==> src/rtl/jt9346_ctrl.sv <==
// jt9346_ctrl: host-side master sequencer for a 93C46-compatible serial EEPROM.
// Turns one parallel command into an sclk/sdi/scs frame and polls ready/busy on sdo.
// Optional feature: define JT9346_CTRL_TIMEOUT_EN to abort busy polling after
// POLL_MAX samples (reported with rsp_err=1). Without it, polling waits indefinitely.
module jt9346_ctrl #(
  parameter int unsigned CLKDIV   = 4,
  parameter int unsigned POLL_MAX = 4096
) (
  input  logic        clk,
  input  logic        rst,
  input  logic        cmd_valid,
  output logic        cmd_ready,
  input  logic [2:0]  cmd_op,
  input  logic [5:0]  cmd_addr,
  input  logic [15:0] cmd_wdata,
  output logic        rsp_valid,
  output logic [15:0] rsp_rdata,
  output logic        rsp_err,
  output logic        sclk,
  output logic        sdi,
  output logic        scs,
  input  logic        sdo
);

  localparam int unsigned DIV_W    = 8;
  localparam int unsigned BIT_W    = 5;
  localparam int unsigned DATA_W   = 16;
  localparam int unsigned HDR_W    = 8;
  localparam int unsigned FRAME_W  = 1 + HDR_W + DATA_W;
  localparam int unsigned LEN_SHORT = 9;
  localparam int unsigned LEN_LONG  = 25;
  localparam int unsigned LEN_RDIN  = 17;
  localparam logic [DIV_W-1:0] DIV_LAST = DIV_W'(CLKDIV - 1);

`ifdef JT9346_CTRL_TIMEOUT_EN
  localparam int unsigned POLL_W = $clog2(POLL_MAX + 1);
  localparam logic [POLL_W-1:0] POLL_LAST = POLL_W'(POLL_MAX - 1);
`endif

  localparam logic [2:0] OP_READ  = 3'd0;
  localparam logic [2:0] OP_WRITE = 3'd1;
  localparam logic [2:0] OP_ERASE = 3'd2;
  localparam logic [2:0] OP_EWEN  = 3'd3;
  localparam logic [2:0] OP_EWDS  = 3'd4;
  localparam logic [2:0] OP_ERAL  = 3'd5;
  localparam logic [2:0] OP_WRAL  = 3'd6;
  localparam logic [2:0] OP_RSVD  = 3'd7;

  // Parameter sanity checks at elaboration
  if (CLKDIV < 2 || CLKDIV > 255) begin : g_bad_clkdiv
    $error("jt9346_ctrl: CLKDIV must be in 2..255");
  end
  if (POLL_MAX < 1) begin : g_bad_poll_max
    $error("jt9346_ctrl: POLL_MAX must be at least 1");
  end

  typedef enum logic [2:0] {
    S_IDLE,
    S_CS_SETUP,
    S_SHIFT_OUT,
    S_SHIFT_IN,
    S_CS_GAP,
    S_POLL,
    S_CS_END,
    S_RSP
  } state_t;

  state_t              state;
  logic [DIV_W-1:0]    div;
  logic [BIT_W-1:0]    bits_left;
  logic [FRAME_W-1:0]  sh_out;
  logic [2:0]          op_q;
  logic [DATA_W-1:0]   rd_sh;
  logic [1:0]          gap;
  logic                err_q;
`ifdef JT9346_CTRL_TIMEOUT_EN
  logic [POLL_W-1:0]   poll_cnt;
`endif

  logic [HDR_W-1:0]    hdr;
  logic                has_data;
  logic [FRAME_W-1:0]  frame;
  logic                tick;

  // Half-period strobe of the sclk divider
  assign tick = (div == DIV_LAST);

  // Opcode/address header and full outgoing frame for the command on the input port
  always_comb begin
    hdr = '0;
    case (cmd_op)
      OP_READ:  hdr = {2'b10, cmd_addr};
      OP_WRITE: hdr = {2'b01, cmd_addr};
      OP_ERASE: hdr = {2'b11, cmd_addr};
      OP_EWEN:  hdr = 8'b00_110000;
      OP_EWDS:  hdr = 8'b00_000000;
      OP_ERAL:  hdr = 8'b00_100000;
      OP_WRAL:  hdr = 8'b00_010000;
      default:  hdr = '0;
    endcase
    has_data = (cmd_op == OP_WRITE) || (cmd_op == OP_WRAL);
    frame    = {1'b1, hdr, (has_data ? cmd_wdata : {DATA_W{1'b0}})};
  end

  // Command sequencer: divider, bit shifting, chip-select framing and busy polling
  always_ff @(posedge clk or posedge rst) begin
    if (rst) begin
      state     <= S_IDLE;
      div       <= '0;
      bits_left <= '0;
      sh_out    <= '0;
      op_q      <= '0;
      rd_sh     <= '0;
      gap       <= '0;
      err_q     <= 1'b0;
`ifdef JT9346_CTRL_TIMEOUT_EN
      poll_cnt  <= '0;
`endif
      cmd_ready <= 1'b0;
      rsp_valid <= 1'b0;
      rsp_rdata <= '0;
      rsp_err   <= 1'b0;
      sclk      <= 1'b0;
      sdi       <= 1'b0;
      scs       <= 1'b0;
    end else begin
      rsp_valid <= 1'b0;
      rsp_err   <= 1'b0;
      if (state != S_IDLE && state != S_RSP) begin
        div <= tick ? '0 : div + DIV_W'(1);
      end

      case (state)
        S_IDLE: begin
          if (cmd_valid && cmd_ready) begin
            cmd_ready <= 1'b0;
            op_q      <= cmd_op;
            div       <= '0;
            err_q     <= 1'b0;
            if (cmd_op == OP_RSVD) begin
              err_q <= 1'b1;
              state <= S_RSP;
            end else begin
              // Start bit goes out with scs; first sclk rise is one half-period later
              scs       <= 1'b1;
              sdi       <= frame[FRAME_W-1];
              sh_out    <= {frame[FRAME_W-2:0], 1'b0};
              bits_left <= has_data ? BIT_W'(LEN_LONG) : BIT_W'(LEN_SHORT);
              state     <= S_CS_SETUP;
            end
          end else begin
            cmd_ready <= 1'b1;
          end
        end

        S_CS_SETUP: begin
          if (tick) begin
            sclk  <= 1'b1;
            state <= S_SHIFT_OUT;
          end
        end

        S_SHIFT_OUT: begin
          if (tick) begin
            if (sclk) begin
              sclk      <= 1'b0;
              bits_left <= bits_left - BIT_W'(1);
              if (bits_left == BIT_W'(1)) begin
                sdi <= 1'b0;
                if (op_q == OP_READ) begin
                  bits_left <= BIT_W'(LEN_RDIN);
                  state     <= S_SHIFT_IN;
                end else if (op_q == OP_EWEN || op_q == OP_EWDS) begin
                  state <= S_CS_END;
                end else begin
                  gap   <= '0;
                  state <= S_CS_GAP;
                end
              end else begin
                sdi    <= sh_out[FRAME_W-1];
                sh_out <= {sh_out[FRAME_W-2:0], 1'b0};
              end
            end else begin
              sclk <= 1'b1;
            end
          end
        end

        S_SHIFT_IN: begin
          if (tick) begin
            if (sclk) begin
              // The first (dummy) sample falls off the top after 17 shifts
              sclk      <= 1'b0;
              rd_sh     <= {rd_sh[DATA_W-2:0], sdo};
              bits_left <= bits_left - BIT_W'(1);
              if (bits_left == BIT_W'(1)) begin
                state <= S_CS_END;
              end
            end else begin
              sclk <= 1'b1;
            end
          end
        end

        S_CS_GAP: begin
          // Half-period hold, scs low for a full sclk period, then reselect for polling
          if (tick) begin
            gap <= gap + 2'd1;
            if (gap == 2'd0) begin
              scs <= 1'b0;
            end else if (gap == 2'd2) begin
              scs   <= 1'b1;
`ifdef JT9346_CTRL_TIMEOUT_EN
              poll_cnt <= '0;
`endif
              state <= S_POLL;
            end
          end
        end

        S_POLL: begin
          if (tick) begin
            if (sdo) begin
              scs   <= 1'b0;
              state <= S_RSP;
            end else begin
`ifdef JT9346_CTRL_TIMEOUT_EN
              if (poll_cnt == POLL_LAST) begin
                scs   <= 1'b0;
                err_q <= 1'b1;
                state <= S_RSP;
              end else begin
                poll_cnt <= poll_cnt + POLL_W'(1);
              end
`endif
            end
          end
        end

        S_CS_END: begin
          if (tick) begin
            scs   <= 1'b0;
            state <= S_RSP;
          end
        end

        S_RSP: begin
          rsp_valid <= 1'b1;
          rsp_err   <= err_q;
          cmd_ready <= 1'b1;
          if (op_q == OP_READ) begin
            rsp_rdata <= rd_sh;
          end
          state <= S_IDLE;
        end

        default: state <= S_IDLE;
      endcase
    end
  end

endmodule

==> config.mk <==
export PLATFORM = sky130hd
export DESIGN_NAME = jt9346_ctrl
export DESIGN_NICKNAME = d
export VERILOG_FILES = /design/src/rtl/jt9346_ctrl.sv
export SDC_FILE = /design/constraint.sdc
export NUM_CORES = 1
export LEC_CHECK = 0
export CAP_MARGIN = 10
export CORE_MARGIN = 2
export CORE_UTILIZATION = 55
export CTS_CLUSTER_DIAMETER = 80
export DETAILED_ROUTE_END_ITERATION = 16
export HOLD_SLACK_MARGIN = 0.05
export PLACE_DENSITY = 0.79
export SYNTH_ARGS = -nofsm -noshare
export SYNTH_HDL_FRONTEND = slang
export SYNTH_SLANG_ARGS = --single-unit
export TNS_END_PERCENT = 30
==> constraint.sdc <==
create_clock -name clk -period 3.45 [get_ports clk]
set_input_delay 0.69 -clock clk [delete_from_list [all_inputs] [get_ports clk]]
set_output_delay 0.69 -clock clk [all_outputs]
set_load 0.005 [all_outputs]
### Yosys cells after proc, flatten, opt, wreduce, memory -nomap -nowiden

Index checks and enable logic that the tools add are counted.

| storage, ports and cells | value |
|---|---|
| bits in registers | 85 |
| latch bits | 0 |
| bits in writable memories | 0 |
| ROM bits | 0 |
| bits of input ports | 29 |
| output and inout port bits | 22 |
| word-level logic and storage cells | 152 |
| memories kept | 0 |

| cells by class | value |
|---|---|
| add/subtract/negate cells | 3 |
| multiply operators | 0 |
| divide/modulo/power cells | 0 |
| magnitude comparators | 0 |
| equality and inequality tests | 39 |
| shifts and indexed selects | 0 |
| mux-type cells | 69 |
| bitwise gates (word level) | 0 |
| reduce and logical (&&, ||, !) cells | 26 |

Operators by type and width:

| cell | count |
|---|---|
| 25-bit 2-to-1 mux | 5 |
| 25-bit case mux with 2 select lines | 1 |
| 3-bit 2-to-1 mux | 16 |
| 8-bit case mux with 6 select lines | 1 |
| 5-bit 2-to-1 mux | 9 |
| 2-bit != test (second input constant) | 18 |
| 8-bit 2-to-1 mux | 4 |
| 3-bit equality test (second input constant) | 8 |
| 3-bit case mux with 8 select lines | 1 |
| 1-bit 2-to-1 mux | 18 |
| 16-bit 2-to-1 mux | 1 |
| 3-bit by 2-bit equality test with 1-bit output (second input constant) | 5 |
| 5-bit case mux with 3 select lines | 1 |
| 2-bit 2-to-1 mux | 7 |
| 14-bit AND reduction | 1 |
| 7-bit AND reduction | 2 |
| 3-bit zero test | 3 |
| 8-bit by 1-bit adder with 8-bit output (second input constant) | 1 |
| 8-bit by 2-bit equality test with 1-bit output (second input constant) | 1 |
| 8-bit AND reduction | 1 |
| 2-bit nonzero test | 4 |
| 3-bit by 1-bit equality test with 1-bit output (second input constant) | 2 |
| 3-bit != test (second input constant) | 2 |
| 1-bit case mux with 2 select lines | 3 |
| 17 further kinds | 22 |

### Longest topological paths before layout

Gate-level depths: netlist of the first run.

| logic depth | value |
|---|---|
| depth after elaboration | 8 |
| mapped depth | 8 |
| depth with buffers taken out | 7 |

### Worst setup path after synthesis of the first run

OpenSTA, ideal clock, no wires.

| path | value |
|---|---|
| path type | input -> register |
| start | in cmd_op[2] |
| end | reg sh_out[10] |
| setup time | 0.083 ns |
| arrival time | 2.111 ns |
| required time | 3.367 ns |
| slack | 1.256 ns |
| stages on the path | 6 |
| buffers on the path | 2 |
| path through | clkbuf_1 mux2_2 nor2_1 clkbuf_1 a22oi_1 o21ai_0 |

| on the way | value |
|---|---|
| word-level cells in the longest chain between the ends | 6 |
| elaborated cells between the ends (all ways) | 10 |
| those cells by class | eq/ne: 4; mux: 4; reduce/logical: 2 |

Ends and longest elaborated chain:

| what | line | RTL |
|---|---|---|
| start, declared | 13 | `input logic [2:0] cmd_op,` |
| 3-bit by 1-bit equality test with 1-bit output / 3-bit equality test (equally long branches) | 101 | `has_data = (cmd_op == OP_WRITE) \|\| (cmd_op == OP_WRAL);` |
| 1-bit logical OR | 101 |  |
| 16-bit 2-to-1 mux | 102 | `frame = {1'b1, hdr, (has_data ? cmd_wdata : {DATA_W{1'b0}})};` |
| 25-bit 2-to-1 mux | 140 | `if (cmd_op == OP_RSVD) begin` |
| 25-bit 2-to-1 mux | 135 | `if (cmd_valid && cmd_ready) begin` |
| 25-bit case mux with 2 select lines | 133 | `case (state)` |
| end signal, assigned | 147 | `sh_out <= {frame[FRAME_W-2:0], 1'b0};` |
| end signal, assigned | 181 | `sh_out <= {sh_out[FRAME_W-2:0], 1'b0};` |
| end, declared | 71 | `logic [FRAME_W-1:0] sh_out;` |

Several ways; a longest one is shown, not always the timed one. The select of a mux whose other input is x is not followed.
A chain may end at the register's enable or synchronous reset.

### Worst setup path in the final report of the first run

| path | value |
|---|---|
| start | reg div[0] |
| end | reg sh_out[24] |

| on the way | value |
|---|---|
| word-level cells in the longest chain between the ends | 3 |

Ends and longest elaborated chain:

| what | line | RTL |
|---|---|---|
| start, declared | 69 | `logic [DIV_W-1:0] div;` |
| start signal, assigned | 130 | `div <= tick ? '0 : div + DIV_W'(1);` |
| 8-bit by 2-bit equality test with 1-bit output | 86 | `assign tick = (div == DIV_LAST);` |
| 2-bit != test (no line) | - |  |
| 6-bit AND reduction (no line) | - |  |

No other way between the ends.

==> flow_summary.html, run 1 <==
<table>
<tr><th>Metric</th><th>Value</th></tr>
<tr><th colspan="2">Cells and area</th></tr>
<tr><td>Most common cell after layout, fill and taps aside</td><td>sky130_fd_sc_hd__dfrtp_1</td></tr>
<tr><td>Number of diodes</td><td>0</td></tr>
<tr><td>Area added between synthesis and finish</td><td>21.19%</td></tr>
<tr><td>Layout cell share with drive strength beyond 1</td><td>0.1694</td></tr>
<tr><td>Core Util, Final</td><td>0.6964</td></tr>
<tr><td>Non-filler instance count after layout</td><td>between 500 and 600</td></tr>
<tr><td>Count of filler cells inserted in the layout</td><td>540</td></tr>
<tr><td>Nets</td><td>454</td></tr>
<tr><td>Highest-count cells in the layout ignoring fill and taps</td><td>sky130_fd_sc_hd__dfrtp_1 (84), sky130_fd_sc_hd__clkdlybuf4s50_1 (50), sky130_fd_sc_hd__nand2_1 (44)</td></tr>
<tr><th colspan="2">Synthesis</th></tr>
<tr><td>YS warnings</td><td>0</td></tr>
<tr><td>Mean post-synth cell area</td><td>10.70 um^2</td></tr>
<tr><td>Share of synthesized cell area in and, or, nand and nor gates</td><td>0.1359</td></tr>
<tr><td>Xor/xnor cell area share of the yosys netlist</td><td>0.01545</td></tr>
<tr><td>Net count of the mapped netlist</td><td>405</td></tr>
<tr><td>Largest family of logic cells by synthesized area</td><td>compound AO/OA/AOI/OAI gates</td></tr>
<tr><td>Share of synthesized area spent on multiplexers</td><td>0.1132</td></tr>
<tr><td>Portion of the post-synthesis area used by sequential elements</td><td>0.5296</td></tr>
<tr><td>Post-Syn Instances</td><td>371</td></tr>
<tr><td>Primary FF master, synth</td><td>sky130_fd_sc_hd__dfrtp_1</td></tr>
<tr><td>Number of flops mapped to enable cells by yosys</td><td>0</td></tr>
<tr><td>Synthesized cell area</td><td>3969 um^2</td></tr>
<tr><td>Post-synthesis compound-gate area fraction</td><td>0.1595</td></tr>
<tr><td>Flip-flop and latch count after synthesis</td><td>84</td></tr>
<tr><td>Post-synthesis share of cell area spent on full adders, half adders and majority gates</td><td>0.01576</td></tr>
<tr><td>Synth async-reset ratio</td><td>1.000</td></tr>
<tr><td>Distinct cell type count of the synthesized netlist</td><td>54</td></tr>
<tr><th colspan="2">Placement</th></tr>
<tr><td>HPWL reported at the end of detailed placement</td><td>5406 um</td></tr>
<tr><td>Final GP Congestion</td><td>0.8593</td></tr>
<tr><td>Number of port buffers</td><td>50</td></tr>
<tr><td>Placed insts</td><td>between 500 and 600</td></tr>
<tr><th colspan="2">Timing</th></tr>
<tr><td>Slew at the pin closest to its max-slew limit</td><td>0.8085 ns</td></tr>
<tr><td>Final hold viol count</td><td>0</td></tr>
<tr><td># setup viols final</td><td>0</td></tr>
<tr><td>Final total negative setup slack</td><td>0 ns</td></tr>
<tr><td>Worst slew margin relative to its limit</td><td>0.4586</td></tr>
<tr><td>Fin crit share</td><td>0.7087</td></tr>
<tr><td>Highest clock rate</td><td>409.0 MHz</td></tr>
<tr><td>Worst-case clock skew</td><td>0.01334 ns</td></tr>
<tr><td>Unrepaired setup endpoints after global routing</td><td>false</td></tr>
<tr><td>Final critical path time including I/O delays and setup</td><td>2.445 ns</td></tr>
<tr><td>Final Slew Violations</td><td>0</td></tr>
<tr><th colspan="2">Setup path</th></tr>
<tr><td>Largest incremental delay on the critical path</td><td>between 0.5 and 0.6 ns</td></tr>
<tr><td>Endpoint kind of the worst setup timing path</td><td>register</td></tr>
<tr><td>Highest net fanout along the worst path</td><td>44</td></tr>
<tr><td>Reg2Reg Setup Slack</td><td>1.01 ns</td></tr>
<tr><td>Critical path, cell by cell</td><td>ha_1 &gt; or3b_2 &gt; o31ai_1 &gt; nand3_1 &gt; buf_4 &gt; a211oi_1 &gt; a21oi_1</td></tr>
<tr><td>Required time of the critical path</td><td>between 3 and 4 ns</td></tr>
<tr><td>CP startpoint</td><td>div[0]</td></tr>
<tr><td>Path depth of the worst reg2reg path</td><td>7</td></tr>
<tr><td>Critical Path Source Type</td><td>register</td></tr>
<tr><td>Timing endpoint of the critical path</td><td>sh_out[24]</td></tr>
<tr><td>Launch instance of the worst register-to-register path</td><td>div[0]</td></tr>
<tr><td>Endpoint of the most critical register-to-register path</td><td>sh_out[24]</td></tr>
<tr><td>Type of the worst setup path</td><td>reg2reg</td></tr>
<tr><td>Slowest cell on the critical path</td><td>sky130_fd_sc_hd__or3b_2</td></tr>
<tr><td>Arrival time at the worst endpoint</td><td>2.67 ns</td></tr>
<tr><th colspan="2">CTS</th></tr>
<tr><td>Number of levels the H-tree was split into</td><td>3</td></tr>
<tr><td>Root buffer selected by CTS</td><td>sky130_fd_sc_hd__clkbuf_8</td></tr>
<tr><td>CTS Hold Bufs</td><td>0</td></tr>
<tr><td>Clock insertion delay at the later pin of the skew report</td><td>0.36 ns</td></tr>
<tr><td>Register clock-pin slew on the reported worst setup and hold paths</td><td>around 0.09 ns</td></tr>
<tr><td>CTS Sinks</td><td>84</td></tr>
<tr><td>Number of setup buffers added after CTS</td><td>0</td></tr>
<tr><td>CTS Buf Count</td><td>9</td></tr>
<tr><td>CTS tree</td><td>yes</td></tr>
<tr><td>Clock Path Buffers</td><td>2</td></tr>
<tr><td>CTS resizes</td><td>0</td></tr>
<tr><th colspan="2">Die</th></tr>
<tr><td>Die Outline Area</td><td>roughly 7900 um^2</td></tr>
<tr><td>Horiz. Die Dim</td><td>88.95 um</td></tr>
<tr><td>Die height</td><td>slightly below 90 um</td></tr>
<tr><td>Floorplan Core Area</td><td>6907 um^2</td></tr>
<tr><td>Initial cell density of the core</td><td>0.5746</td></tr>
<tr><td>Number of I/O pins</td><td>51</td></tr>
<tr><td>Floorplan row count</td><td>30</td></tr>
<tr><th colspan="2">Routing</th></tr>
<tr><td>DRC Markers</td><td>0</td></tr>
<tr><td>Max Used Layer</td><td>met4</td></tr>
<tr><td>First-pass iteration count of the detailed router</td><td>4</td></tr>
<tr><td>Met3 wire length</td><td>390 um</td></tr>
<tr><td>Drt via density</td><td>5.674</td></tr>
<tr><td>Drt wl/cell</td><td>14.94 um</td></tr>
<tr><td>Drt initial violations</td><td>156</td></tr>
<tr><td>Total met2 wirelength after detailed routing</td><td>3814 um</td></tr>
<tr><td>Via Count</td><td>around 3000</td></tr>
<tr><td>Antenna Violating Nets Remaining</td><td>0</td></tr>
<tr><td>Routed met1 length</td><td>3478 um</td></tr>
<tr><td>Final wirelength</td><td>7784 um</td></tr>
<tr><th colspan="2">Global route</th></tr>
<tr><td>Global route total overflow</td><td>0</td></tr>
<tr><td>Number of global-route vias before repair</td><td>2825</td></tr>
<tr><td>Total global routing track utilization</td><td>0.2120</td></tr>
<tr><td>Pin count of the biggest net entering global routing</td><td>54</td></tr>
<tr><td>First-pass GRT wire length</td><td>12940 um</td></tr>
<tr><td>Initial antenna violation count</td><td>0</td></tr>
<tr><th colspan="2">Status</th></tr>
<tr><td>Result of the run</td><td>complete, no violations</td></tr>
<tr><th colspan="2">Pwr</th></tr>
<tr><td>Total chip power</td><td>3.592 mW</td></tr>
<tr><td>Part of the total power dissipated in sequential elements</td><td>0.413</td></tr>
<tr><td>Peak supply drop</td><td>between 0.3 and 0.4 mV</td></tr>
<tr><td>Switching pwr</td><td>between 1 and 1.5 mW</td></tr>
<tr><td>Power per cell area</td><td>746.9 nW/um^2</td></tr>
<tr><td>Part of the total power dissipated in combinational logic</td><td>0.369</td></tr>
<tr><td>Portion of total power attributed to the clock network</td><td>0.217</td></tr>
<tr><td>Internal portion of total power</td><td>2.284 mW</td></tr>
<tr><td>Leakage Power</td><td>approximately 2.1 nW</td></tr>
<tr><td>Switching fraction of total power</td><td>0.3643</td></tr>
<tr><th colspan="2">Worst hold path</th></tr>
<tr><td>Worst min-delay path class</td><td>reg2reg</td></tr>
<tr><th colspan="2">Run</th></tr>
<tr><td>Max-cap violations</td><td>0</td></tr>
</table>
-- kinds of logic after synthesis --
logic type,count (synthesis)
buffers and inverters,31
and+or+nand+nor,109
AOI/OAI and AO/OA,96
DFF,84
xor gates and xnor gates,7
muxes,39
adders and majority gates,5
-- critical path, delay by kind of cell (launching register included) --
family / cells / cell delay (ns)
flip-flops: 1 / 0.40
AO/OA/AOI/OAI: 3 / 0.78
adder cells (fa/ha/maj): 1 / 0.22
buffers and inverters: 1 / 0.27
AND/OR/NAND/NOR: 2 / 0.64
-- how the worst min path moves through the flow --
stage,start,to,depth (start not counted)
floorplan,err_q,err_q,2
global placement,gap[0],gap[0],1
detailed placement,sh_out[15],sh_out[15],2
CTS,sh_out[15],sh_out[15],2
global route,sh_out[12],sh_out[12],2
finish,sh_out[15],sh_out[15],2
-- layer usage --
metal  up-vias  GRT usage
met2        69     0.3562
li1       1429          -
met1      1446     0.2685
met3        12    0.04617
met5         -          0
met4         0    0.08548
-- power by group through the flow --
stage	sequential, mW	combinational, mW	clock [mW]
2_1_floorplan	1.42	1.02	0
3_3_place_gp	1.48	1.28	0
3_5_place_dp	1.50	1.32	0
4_1_cts	1.48	1.33	0.788
5_1_grt	1.52	1.48	0.835
6_report	1.48	1.33	0.781
-- per-stage QoR --
step | area [um^2] | setup WS [ns] | hold slack [ns]
after detailed placement | 4588 | 0.7133 | 0.4707
after CTS | 4810 | 1.013 | 0.4921
after global routing | 4810 | 0.8417 | 0.5170
after floorplan | 3969 | 0.5949 | 0.4418
after global placement | 4588 | 0.7940 | 0.4627
final | 4810 | 1.005 | 0.4861
-- flip-flops by register name (all words and copies together), names as in the netlist --
register,count
sclk,1
cmd_ready,1
rsp_err,1
rsp_valid,1
rd_sh,16
rsp_rdata,16
sdi,1
sh_out,24
err_q,1
div,8
gap,2
op_q,3
scs,1
bits_left,5
state,3
-- cell type report --
type | instances | area, um^2 | share of cell area
timing repair buffer | 58 | 573.1 | 0.1191
sequential | 84 | 2102 | 0.4370
clock buffer | 10 | 127.6 | 0.02653
multi-input combinational | 256 | 1750 | 0.3639
tap | 96 | 120.1 | 0.02497
clock inverter | 6 | 93.84 | 0.01951
inverter | 11 | 42.54 | 0.008845
-- synthesized netlist by cell type, types with 2 or more instances --
cell | count | area share
sky130_fd_sc_hd__o211ai_1 | 2 | 0.0038
sky130_fd_sc_hd__xnor2_1 | 4 | 0.0088
sky130_fd_sc_hd__o21ai_0 | 24 | 0.030
sky130_fd_sc_hd__nor3_1 | 7 | 0.0088
sky130_fd_sc_hd__and3_1 | 3 | 0.0047
sky130_fd_sc_hd__xor2_1 | 3 | 0.0066
sky130_fd_sc_hd__or2_2 | 2 | 0.0032
sky130_fd_sc_hd__o22ai_1 | 3 | 0.0047
sky130_fd_sc_hd__buf_2 | 4 | 0.0050
sky130_fd_sc_hd__nand2_1 | 44 | 0.042
sky130_fd_sc_hd__a22oi_1 | 21 | 0.040
sky130_fd_sc_hd__buf_1 | 2 | 0.0019
sky130_fd_sc_hd__nand4_1 | 3 | 0.0047
sky130_fd_sc_hd__o31ai_1 | 3 | 0.0057
sky130_fd_sc_hd__a211oi_1 | 5 | 0.0095
sky130_fd_sc_hd__mux2_2 | 35 | 0.099
sky130_fd_sc_hd__or3_1 | 2 | 0.0032
sky130_fd_sc_hd__o21bai_1 | 3 | 0.0057
sky130_fd_sc_hd__o21ai_1 | 8 | 0.010
sky130_fd_sc_hd__inv_1 | 10 | 0.0095
sky130_fd_sc_hd__nor2b_1 | 4 | 0.0063
sky130_fd_sc_hd__a22o_1 | 2 | 0.0044
sky130_fd_sc_hd__clkbuf_1 | 14 | 0.013
sky130_fd_sc_hd__a21oi_1 | 16 | 0.020
sky130_fd_sc_hd__nor2_1 | 18 | 0.017
sky130_fd_sc_hd__and2_1 | 2 | 0.0032
sky130_fd_sc_hd__dfrtp_1 | 84 | 0.53
sky130_fd_sc_hd__nand3_1 | 6 | 0.0076
sky130_fd_sc_hd__ha_1 | 5 | 0.016
sky130_fd_sc_hd__nand2b_1 | 6 | 0.0095
sky130_fd_sc_hd__mux2_4 | 3 | 0.011
(Power assumes the default switching activity.)
==> run 2, diff against run 1 <==
CORE_UTILIZATION = 50   (was 55)
PLACE_DENSITY = 0.76   (was 0.79)
clock period = 1.98 ns   (was 3.45 ns; I/O delays follow)
==> flow_summary.html, run 2 (synthesis results as in run 1) <==
<table>
<tr><th>Metric</th><th>Value</th></tr>
<tr><th colspan="2">Cells and area</th></tr>
<tr><td>Core Util, Final</td><td>0.6904 (was 0.6964)</td></tr>
<tr><td>Max reg flops</td><td>24 (unchanged)</td></tr>
<tr><td>Nets</td><td>509 (was 454)</td></tr>
<tr><td>Count of filler cells inserted in the layout</td><td>578 (was 540)</td></tr>
<tr><td>Number of diodes</td><td>0 (unchanged)</td></tr>
<tr><td>Layout cell share with drive strength beyond 1</td><td>0.2833 (was 0.1694)</td></tr>
<tr><td>Highest-count cells in the layout ignoring fill and taps</td><td>sky130_fd_sc_hd__dfrtp_1 (84), sky130_fd_sc_hd__buf_4 (56), sky130_fd_sc_hd__clkdlybuf4s50_1 (50) (was sky130_fd_sc_hd__dfrtp_1 (84), sky130_fd_sc_hd__clkdlybuf4s50_1 (50), sky130_fd_sc_hd__nand2_1 (44))</td></tr>
<tr><td>Most common cell after layout, fill and taps aside</td><td>sky130_fd_sc_hd__dfrtp_1 (unchanged)</td></tr>
<tr><td>Non-filler instance count after layout</td><td>582 (was 521)</td></tr>
<tr><td>Largest Register</td><td>sh_out (unchanged)</td></tr>
<tr><td>Post-route design area</td><td>5335 um^2 (was 4810 um^2)</td></tr>
<tr><td>Area added between synthesis and finish</td><td>34.43% (was 21.19%)</td></tr>
<tr><td>Registers with the most flip-flops</td><td>sh_out: 24 flops, rd_sh: 16 flops, rsp_rdata: 16 flops (unchanged)</td></tr>
<tr><th colspan="2">Setup path</th></tr>
<tr><td>Arrival time at the worst endpoint</td><td>2.38 ns (was 2.67 ns)</td></tr>
<tr><td>Launch instance of the worst register-to-register path</td><td>div[6] (was div[0])</td></tr>
<tr><td>Critical path, cell by cell</td><td>or4_4 &gt; nor2_2 &gt; a21boi_1 &gt; a2111oi_4 &gt; buf_4 &gt; mux2_4 (was ha_1 &gt; or3b_2 &gt; o31ai_1 &gt; nand3_1 &gt; buf_4 &gt; a211oi_1 &gt; a21oi_1)</td></tr>
<tr><td>Buffers &amp; Inverters on Critical Path</td><td>1 (unchanged)</td></tr>
<tr><td>Type of the worst setup path</td><td>reg2reg (unchanged)</td></tr>
<tr><td>Required time of the critical path</td><td>2.22 ns (was 3.68 ns)</td></tr>
<tr><td>Instance count on the critical path</td><td>6 (was 7)</td></tr>
<tr><td>Reg2Reg Setup Slack</td><td>-0.15 ns (was 1.01 ns)</td></tr>
<tr><td>Slowest cell on the critical path</td><td>sky130_fd_sc_hd__or4_4 (was sky130_fd_sc_hd__or3b_2)</td></tr>
<tr><td>Timing endpoint of the critical path</td><td>state[1] (was sh_out[24])</td></tr>
<tr><td>Largest incremental delay on the critical path</td><td>0.59 ns (was 0.51 ns)</td></tr>
<tr><td>CP startpoint</td><td>div[6] (was div[0])</td></tr>
<tr><td>Endpoint of the most critical register-to-register path</td><td>state[1] (was sh_out[24])</td></tr>
<tr><td>Critical Path Source Type</td><td>register (unchanged)</td></tr>
<tr><td>Endpoint kind of the worst setup timing path</td><td>register (unchanged)</td></tr>
<tr><td>Highest net fanout along the worst path</td><td>4 (was 44)</td></tr>
<tr><td>Top Family by Delay on Critical Path</td><td>simple AND/OR/NAND/NOR gates (was compound AO/OA/AOI/OAI gates)</td></tr>
<tr><td>Path depth of the worst reg2reg path</td><td>6 (was 7)</td></tr>
<tr><th colspan="2">Global route</th></tr>
<tr><td>Initial antenna violation count</td><td>0 (unchanged)</td></tr>
<tr><td>Total global routing track utilization</td><td>0.2196 (was 0.2120)</td></tr>
<tr><td>Number of global-route vias before repair</td><td>3243 (was 2825)</td></tr>
<tr><td>First-pass GRT wire length</td><td>14970 um (was 12940 um)</td></tr>
<tr><td>Global route total overflow</td><td>0 (unchanged)</td></tr>
<tr><td>Pin count of the biggest net entering global routing</td><td>38 (was 54)</td></tr>
<tr><th colspan="2">CTS</th></tr>
<tr><td>Register clock-pin slew on the reported worst setup and hold paths</td><td>0.09 ns (about the same)</td></tr>
<tr><td>CTS Hold Bufs</td><td>0 (unchanged)</td></tr>
<tr><td>CTS Sinks</td><td>84 (unchanged)</td></tr>
<tr><td>CTS Buf Count</td><td>9 (unchanged)</td></tr>
<tr><td>Clock insertion delay at the later pin of the skew report</td><td>0.36 ns (about the same)</td></tr>
<tr><td>Number of levels the H-tree was split into</td><td>3 (unchanged)</td></tr>
<tr><td>CTS tree</td><td>yes (unchanged)</td></tr>
<tr><td>Clock Path Buffers</td><td>2 (unchanged)</td></tr>
<tr><td>Root buffer selected by CTS</td><td>sky130_fd_sc_hd__clkbuf_8 (unchanged)</td></tr>
<tr><th colspan="2">Die</th></tr>
<tr><td>Die Outline Area</td><td>8667 um^2 (was 7911 um^2)</td></tr>
<tr><td>Number of I/O pins</td><td>51 (unchanged)</td></tr>
<tr><td>Horiz. Die Dim</td><td>93.10 um (was 88.95 um)</td></tr>
<tr><td>Floorplan Core Area</td><td>7727 um^2 (was 6907 um^2)</td></tr>
<tr><td>Die height</td><td>93.10 um (was 88.95 um)</td></tr>
<tr><td>Floorplan row count</td><td>32 (was 30)</td></tr>
<tr><td>Initial cell density of the core</td><td>0.5136 (was 0.5746)</td></tr>
<tr><th colspan="2">Pwr</th></tr>
<tr><td>Power per cell area</td><td>1289 nW/um^2 (was 746.9 nW/um^2)</td></tr>
<tr><td>Leakage Power</td><td>2.429 nW (was 2.124 nW)</td></tr>
<tr><td>Total chip power</td><td>6.877 mW (was 3.592 mW)</td></tr>
<tr><td>Peak supply drop</td><td>0.5179 mV (was 0.3573 mV)</td></tr>
<tr><th colspan="2">Routing</th></tr>
<tr><td>Drt initial violations</td><td>131 (was 156)</td></tr>
<tr><td>Drt wl/cell</td><td>14.98 um (was 14.94 um)</td></tr>
<tr><td>DRC Markers</td><td>0 (unchanged)</td></tr>
<tr><td>Drt via density</td><td>5.488 (was 5.674)</td></tr>
<tr><td>First-pass iteration count of the detailed router</td><td>4 (unchanged)</td></tr>
<tr><td>Via Count</td><td>3194 (was 2956)</td></tr>
<tr><td>Final wirelength</td><td>8719 um (was 7784 um)</td></tr>
<tr><td>Antenna Violating Nets Remaining</td><td>0 (unchanged)</td></tr>
<tr><th colspan="2">Timing</th></tr>
<tr><td>Final total negative setup slack</td><td>-1.076 ns (was 0 ns)</td></tr>
<tr><td># setup viols final</td><td>31 (was 0)</td></tr>
<tr><td>Slew at the pin closest to its max-slew limit</td><td>0.4407 ns (was 0.8085 ns)</td></tr>
<tr><td>Worst-case clock skew</td><td>0.01304 ns (was 0.01334 ns)</td></tr>
<tr><td>Final critical path time including I/O delays and setup</td><td>2.134 ns (was 2.445 ns)</td></tr>
<tr><td>Final hold viol count</td><td>0 (unchanged)</td></tr>
<tr><td>Unrepaired setup endpoints after global routing</td><td>true (was false)</td></tr>
<tr><td>Fin crit share</td><td>1.078 (was 0.7087)</td></tr>
<tr><td>Worst slew margin relative to its limit</td><td>0.7044 (was 0.4586)</td></tr>
<tr><td>Highest clock rate</td><td>468.7 MHz (was 409.0 MHz)</td></tr>
<tr><td>Fin worst setup slack</td><td>-0.1537 ns (was 1.005 ns)</td></tr>
<tr><td>Hold Slack</td><td>0.3677 ns (was 0.4861 ns)</td></tr>
<tr><td>Final Slew Violations</td><td>0 (unchanged)</td></tr>
<tr><th colspan="2">Placement</th></tr>
<tr><td>Number of port buffers</td><td>50 (unchanged)</td></tr>
<tr><td>Worst setup timing slack at the placement stage</td><td>-0.3383 ns (was 0.7133 ns)</td></tr>
<tr><td>HPWL reported at the end of detailed placement</td><td>6245 um (was 5406 um)</td></tr>
<tr><td>Final GP Congestion</td><td>0.8994 (was 0.8593)</td></tr>
<tr><td>Cell area after placement</td><td>5011 um^2 (was 4588 um^2)</td></tr>
<tr><td>Placed insts</td><td>561 (was 505)</td></tr>
<tr><th colspan="2">Run</th></tr>
<tr><td>Max-cap violations</td><td>0 (unchanged)</td></tr>
<tr><th colspan="2">Status</th></tr>
<tr><td>Result of the run</td><td>finished, violations left (was complete, no violations)</td></tr>
<tr><td>Violated checks</td><td>setup timing</td></tr>
<tr><th colspan="2">Worst hold path</th></tr>
<tr><td>Worst min-delay path class</td><td>in2async (was reg2reg)</td></tr>
</table>
==> run 2: cell types whose count changed in the layout (fill, tap and decap cells not counted), moves of 2 or more <==
| cell | previous run | this run |
|---|---|---|
| sky130_fd_sc_hd__o21ai_1 | 8 | 10 |
| sky130_fd_sc_hd__buf_12 | 1 | 4 |
| sky130_fd_sc_hd__o21ai_0 | 24 | 22 |
| sky130_fd_sc_hd__buf_6 | 0 | 3 |
| sky130_fd_sc_hd__buf_4 | 7 | 56 |
| sky130_fd_sc_hd__or3b_4 | 0 | 2 |
==> run 2: how the worst min path moves through the flow <==
stage | to | slack, ns | depth (start not counted)
2_1_floorplan | err_q | 0.44 | 2
3_3_place_gp | gap[0] | 0.46 | 1
3_5_place_dp | gap[0] | 0.47 | 1
4_1_cts | div[6] | 0.37 | 2
5_1_grt | div[7] | 0.39 | 2
6_report | div[7] | 0.37 | 2
==> run 2: worst reg2reg max path: cells and delay by family, from the launching register on <==
kind / cells / cell delay [ns]
mux: 1 / 0.29
buf+inv: 1 / 0.19
compound gates: 2 / 0.39
simple gates: 2 / 0.76
flops: 1 / 0.39
==> run 2: repair_timing <==
item	4_1_cts	5_1_grt
pin swaps	3	5
setup buffers	1	4
gates resized for setup	8	11
endpoints found under the setup margin	49	49
==> run 2: area by class of cell <==
| cell class | count | area, um^2 | share of cell area |
|---|---|---|---|
| inverter | 11 | 45.04 | 0.008443 |
| timing repair buffer | 113 | 1035 | 0.1939 |
| clock buffer | 9 | 123.9 | 0.02322 |
| clock inverter | 7 | 81.33 | 0.01524 |
| sequential | 84 | 2102 | 0.3940 |
| tap | 102 | 127.6 | 0.02392 |
| multi-input combinational | 256 | 1821 | 0.3412 |
==> run 2: where the power goes <==
part | total, mW | switching (mW) | leakage [nW] | internal [mW]
sequential | 2.55 | 0.356 | 1.11 | 2.20
combinational | 3.05 | 1.50 | 1.22 | 1.55
clock | 1.27 | 0.665 | 0.107 | 0.605
total | 6.88 | 2.52 | 2.43 | 4.35
==> run 2: per-layer routing <==
metal  global-route usage  vias to the layer above  part of all wire
met5                    0                        -                 0
met1               0.2735                     1572              0.43
li1                     -                     1539                 -
met4              0.09681                        0             0.019
met2               0.3720                       69              0.51
met3              0.04351                       14             0.040
